<file path="src/rtl/cmp_pair_gen_pkg.sv">
// Shared types and helpers for the relation-to-operand-pair generator.
package cmp_pair_gen_pkg;

    typedef enum logic [1:0] {
        IDLE = 2'd0,
        SCAN = 2'd1,
        HOLD = 2'd2,
        DONE = 2'd3
    } state_t;

    localparam int unsigned REL_W  = 3;
    localparam int unsigned REL_GT = 2;
    localparam int unsigned REL_EQ = 1;
    localparam int unsigned REL_LT = 0;

    // True when exactly one relation bit is requested.
    function automatic logic onehot3(input logic [REL_W-1:0] rel);
        return (rel == 3'b001) || (rel == 3'b010) || (rel == 3'b100);
    endfunction

endpackage

</file>
<file path="src/rtl/cmp_pair_gen_mag_cmp_w.sv">
// Combinational WIDTH-bit magnitude comparator; flags follow the rel bit order.
module mag_cmp_w #(
    parameter int unsigned WIDTH = 2
) (
    input  logic [WIDTH-1:0] i_a,
    input  logic [WIDTH-1:0] i_b,
    output logic             o_gt_c,
    output logic             o_eq_c,
    output logic             o_lt_c
);

    assign o_gt_c = (i_a >  i_b);
    assign o_eq_c = (i_a == i_b);
    assign o_lt_c = (i_a <  i_b);

endmodule

</file>
<file path="src/rtl/cmp_pair_gen.sv">
// Enumerates every WIDTH-bit (A,B) pair satisfying a requested relation, a-major order.
// Optional abort input enabled by defining CMP_PAIR_GEN_ABORT_EN.
module cmp_pair_gen
    import cmp_pair_gen_pkg::*;
#(
    parameter int unsigned WIDTH = 2
) (
    input  logic               clk,
    input  logic               rst,
    input  logic               start,
    input  logic [2:0]         rel,
`ifdef CMP_PAIR_GEN_ABORT_EN
    input  logic               abort,
`endif
    output logic               out_valid,
    input  logic               out_ready,
    output logic [WIDTH-1:0]   out_a,
    output logic [WIDTH-1:0]   out_b,
    output logic               busy,
    output logic               done,
    output logic               err,
    output logic [2*WIDTH-1:0] count
);

    localparam int unsigned IDX_W = 2 * WIDTH;

    state_t             r_state;
    logic [IDX_W-1:0]   r_idx;
    logic [IDX_W-1:0]   r_count;
    logic [2:0]         r_rel_q;
    logic               r_out_valid;
    logic [WIDTH-1:0]   r_out_a;
    logic [WIDTH-1:0]   r_out_b;
    logic               r_busy;
    logic               r_done;
    logic               r_err;

    logic [WIDTH-1:0]   w_cand_a;
    logic [WIDTH-1:0]   w_cand_b;
    logic               w_gt;
    logic               w_eq;
    logic               w_lt;
    logic               w_match;
    logic               w_last;
    logic               w_hs;
    logic               w_abort;

    assign w_cand_a = r_idx[IDX_W-1:WIDTH];
    assign w_cand_b = r_idx[WIDTH-1:0];

    mag_cmp_w #(.WIDTH(WIDTH)) u_cmp (
        .i_a    (w_cand_a),
        .i_b    (w_cand_b),
        .o_gt_c (w_gt),
        .o_eq_c (w_eq),
        .o_lt_c (w_lt)
    );

    assign w_match = |(r_rel_q & {w_gt, w_eq, w_lt});
    assign w_last  = (r_idx == {IDX_W{1'b1}});
    assign w_hs    = r_out_valid & out_ready;

`ifdef CMP_PAIR_GEN_ABORT_EN
    assign w_abort = abort;
`else
    assign w_abort = 1'b0;
`endif

    // Control FSM; every output is a register updated here.
    always_ff @(posedge clk) begin
        if (rst) begin
            r_state     <= IDLE;
            r_idx       <= '0;
            r_count     <= '0;
            r_rel_q     <= '0;
            r_out_valid <= 1'b0;
            r_out_a     <= '0;
            r_out_b     <= '0;
            r_busy      <= 1'b0;
            r_done      <= 1'b0;
            r_err       <= 1'b0;
        end else begin
            r_done <= 1'b0;
            r_err  <= 1'b0;
            case (r_state)
                IDLE: begin
                    if (start) begin
                        if (onehot3(rel)) begin
                            r_rel_q <= rel;
                            r_idx   <= '0;
                            r_count <= '0;
                            r_busy  <= 1'b1;
                            r_state <= SCAN;
                        end else begin
                            r_err <= 1'b1;
                        end
                    end
                end
                SCAN: begin
                    if (w_abort) begin
                        r_out_valid <= 1'b0;
                        r_done      <= 1'b1;
                        r_state     <= DONE;
                    end else if (w_match) begin
                        r_out_a     <= w_cand_a;
                        r_out_b     <= w_cand_b;
                        r_out_valid <= 1'b1;
                        r_state     <= HOLD;
                    end else if (w_last) begin
                        r_done  <= 1'b1;
                        r_state <= DONE;
                    end else begin
                        r_idx <= r_idx + IDX_W'(1);
                    end
                end
                HOLD: begin
                    if (w_hs) begin
                        r_count <= r_count + IDX_W'(1);
                    end
                    // Terminal check precedes the increment so idx never wraps.
                    if (w_abort) begin
                        r_out_valid <= 1'b0;
                        r_done      <= 1'b1;
                        r_state     <= DONE;
                    end else if (w_hs) begin
                        r_out_valid <= 1'b0;
                        if (w_last) begin
                            r_done  <= 1'b1;
                            r_state <= DONE;
                        end else begin
                            r_idx   <= r_idx + IDX_W'(1);
                            r_state <= SCAN;
                        end
                    end
                end
                DONE: begin
                    r_busy  <= 1'b0;
                    r_state <= IDLE;
                end
                default: begin
                    r_state <= IDLE;
                end
            endcase
        end
    end

    assign out_valid = r_out_valid;
    assign out_a     = r_out_a;
    assign out_b     = r_out_b;
    assign busy      = r_busy;
    assign done      = r_done;
    assign err       = r_err;
    assign count     = r_count;

endmodule

</file>
<file path="config.mk">
export PLATFORM = sky130hd
export DESIGN_NAME = cmp_pair_gen
export DESIGN_NICKNAME = d
export VERILOG_FILES = /design/src/rtl/cmp_pair_gen_pkg.sv /design/src/rtl/cmp_pair_gen_mag_cmp_w.sv /design/src/rtl/cmp_pair_gen.sv
export SDC_FILE = /design/constraint.sdc
export NUM_CORES = 1
export LEC_CHECK = 0
export BUFFER_PORTS_ARGS = -buffer_cell sky130_fd_sc_hd__buf_4
export CAP_MARGIN = 40
export CORE_ASPECT_RATIO = 1.4
export CORE_MARGIN = 2
export CORE_UTILIZATION = 49
export CTS_CLUSTER_SIZE = 8
export DETAILED_ROUTE_END_ITERATION = 10
export GPL_TIMING_DRIVEN = 1
export HOLD_SLACK_MARGIN = 0.1
export PLACE_DENSITY = 0.77
export SLEW_MARGIN = 30
export SYNTH_ARGS = -nofsm -noshare
export SYNTH_HDL_FRONTEND = slang
export SYNTH_SLANG_ARGS = --single-unit
</file>
<file path="constraint.sdc">
create_clock -name clk -period 1.98 [get_ports clk]
set_input_delay 0.396 -clock clk [delete_from_list [all_inputs] [get_ports clk]]
set_output_delay 0.396 -clock clk [all_outputs]
set_load 0.05 [all_outputs]
</file>
==> run metrics <==
DRT iter0 DRCs 48; core outline area 0.00236 mm^2; Async SR Flop Fraction 0; wire length per cell between 15 and 20 um; Total GRT Usage 0.236; Critical Path End Type flop; Avg Vias per Cell between 6 and 7; H-tree depth 1; clock buffer depth 2; Pre-Repair DR Iteration Count 4; Seq/Total Area, Yosys 0.351; ranking of synthesized cells by area dfxtp_1 35%, ha_1 9.4%, mux2i_1 5.8%; critical path arrival 2.26 ns; vias after detailed routing 1202; critical-path maximum fanout 5; Worst-path clk slew 0.13 ns; Req. time, crit path 2.25 ns; R2R Setup Slk -0.009 ns; Total Wirelength 3220 um; Sink Count 21; non-filler instance count after layout 199; area leader, netlist dfxtp_1; largest net degree at the start of global routing 24; grt ovf 0; failing checks setup timing; Netlist Area Pre-Place roughly 0.0012 mm^2; Top Ports 19; Yosys top cell area share 0.351; Final HPWL DP 2230 um; syn_nets 151; Multi-input gate area roughly 830 um^2; Cell Pwr Density approximately 860 mW/mm^2; Avg Cell Area, Syn 8.88 um^2; slowest CP cell or4b_1; worst hold path type in2reg; grt met3 use 0.0260; gp weighted congestion ~0.80; nets 193; layout cells sized above 1 0.403; M1 GR Usage 0.272; initial antenna violation count 0; Reg area 425 um^2; fillers 171; top-count cell post-synth dfxtp_1; IO Port Bufs 18; Inserted Clock Buffers 3; Syn. warnings 0; Final Max Slew Viols 0; Clock Latency Late Sink roughly 0.33 ns; Pleak 0.681 nW; final worst slack -0.00872 ns; unique cell type count in the Yosys netlist 39; Max Clk Rate 503 MHz; top cell types by occurrence after synthesis 21 x dfxtp_1, 13 x nor2_1, 9 x ha_1; area grow syn2layout 38.7%; crit path cell chain inv_4 -> ha_4 -> nand4_1 -> nand2_2 -> or3_4 -> or4b_1 -> a21oi_1; Placed Cells incl. Taps 194; clock skew 0.0107 ns; Yosys reg bits 21; status complete, but fails checks; DIE AREA 0.00286 mm^2; crit path kind reg2reg; CTS tree built; Site Rows 21; chip height 62.5 um; unrepaired setup endpoints after global routing true; n_diodes 0; Final Hold Fails 0; first-pass GRT wire length 5090 um; Die W 45.8 um; Critical Path Start Type flop; post-route ant nets 0; Min Clock Period, post-route 1.99 ns; final setup violation count 1; Most used DFF post-synth dfxtp_1; VDD IR max roughly 530 uV; grt peak-use layer met2; vias in the first global route 1174; starting density of the core 0.507; Pwr Total 1.42 mW; Slew @ Worst Pin 0.487 ns; Post-synth EDFFs 0; # hold bufs at CTS 0; GR met2 Demand/Resource 0.417; Post-route DRC 0; post-layout util 0.703; final period utilization 1.00; Max Cap Viol 0; clock root cell clkbuf_4; Mapped Cells 135; crit-path max cell delay 0.47 ns; Slew Limit Headroom 0.671
flip-flops by register name, summed over array words and instances (netlist names):
register	flops
count	4
busy	1
r_state	2
out_a	2
out_b	2
done	1
r_rel_q	3
out_valid	1
r_idx	4
err	1
logic make-up after synthesis:
logic type,after synthesis,share of synthesized area
AOI/OAI and AO/OA,32,0.199
xor gates and xnor gates,3,0.0219
adders and majority gates,9,0.0939
buffers and inverters,13,0.0407
DFF,21,0.351
muxes,7,0.0585
and+or+nand+nor,50,0.235
layout make-up:
class / instances / share of cell area
flip-flops and latches: 21 / 0.256
well taps: 23 / 0.0173
clock inverters: 1 / 0.00301
multi-input cells: 101 / 0.499
clock buffers: 3 / 0.0135
repair buffers: 42 / 0.192
inverters: 8 / 0.0196
stage by stage:
stage / hold slack, ns / setup WS [ns] / instance area, um^2 / setup TNS, ns
floorplan: 0.452 / 0.0170 / 1210 / 0
global placement: 0.484 / -0.0449 / 1520 / -0.0906
detailed placement: 0.486 / -0.0991 / 1520 / -0.733
CTS: 0.384 / 0.0152 / 1570 / 0
global route: 0.397 / -0.0589 / 1660 / -0.105
finish: 0.389 / -0.00872 / 1660 / -0.00872
cells in the final DEF (no fill, tap or decap), types with 5 or more instances in the layout:
master / Yosys / layout
dfxtp_1: 21 / 17
nor3_1: 6 / 6
nor2b_1: 5 / 5
a21oi_1: 6 / 5
nor2_1: 13 / 13
mux2i_1: 7 / 7
ha_1: 9 / 5
buf_4: 0 / 41
inv_1: 8 / 6
worst paths after layout:
kind                            cells after the start  endpoint        from
worst min-delay path                                3       err       start
worst min register to register                      2      busy        busy
worst max register to register                      7  r_idx[0]  r_state[0]
worst max-delay path                                7  r_idx[0]  r_state[0]
metal layers:
metal	vias up	wire length, um
met5	-	0
met4	0	117
met3	9	116
met2	45	1650
met1	566	1330
li1	582	-
critical path, delay by kind of cell, from the launching register on:
kind,cells,cell delay (ns)
AOI/OAI and AO/OA,1,0.15
adders and majority gates,1,0.23
buffers and inverters,1,0.05
DFF,1,0.38
and+or+nand+nor,4,1.11
power breakdown:
part           internal (mW)  total [mW]  switching, mW
Sequential             0.457       0.484         0.0271
Clock                 0.0758       0.223          0.147
Combinational          0.332       0.718          0.387
Total                  0.864        1.42          0.561
timing repair:
action | CTS | global route
pin swaps | 5 | 5
gates resized for setup | 5 | 17
buffers inserted | 0 | 2
endpoints found under the setup margin | 11 | 10
(Power assumes the default switching activity.)
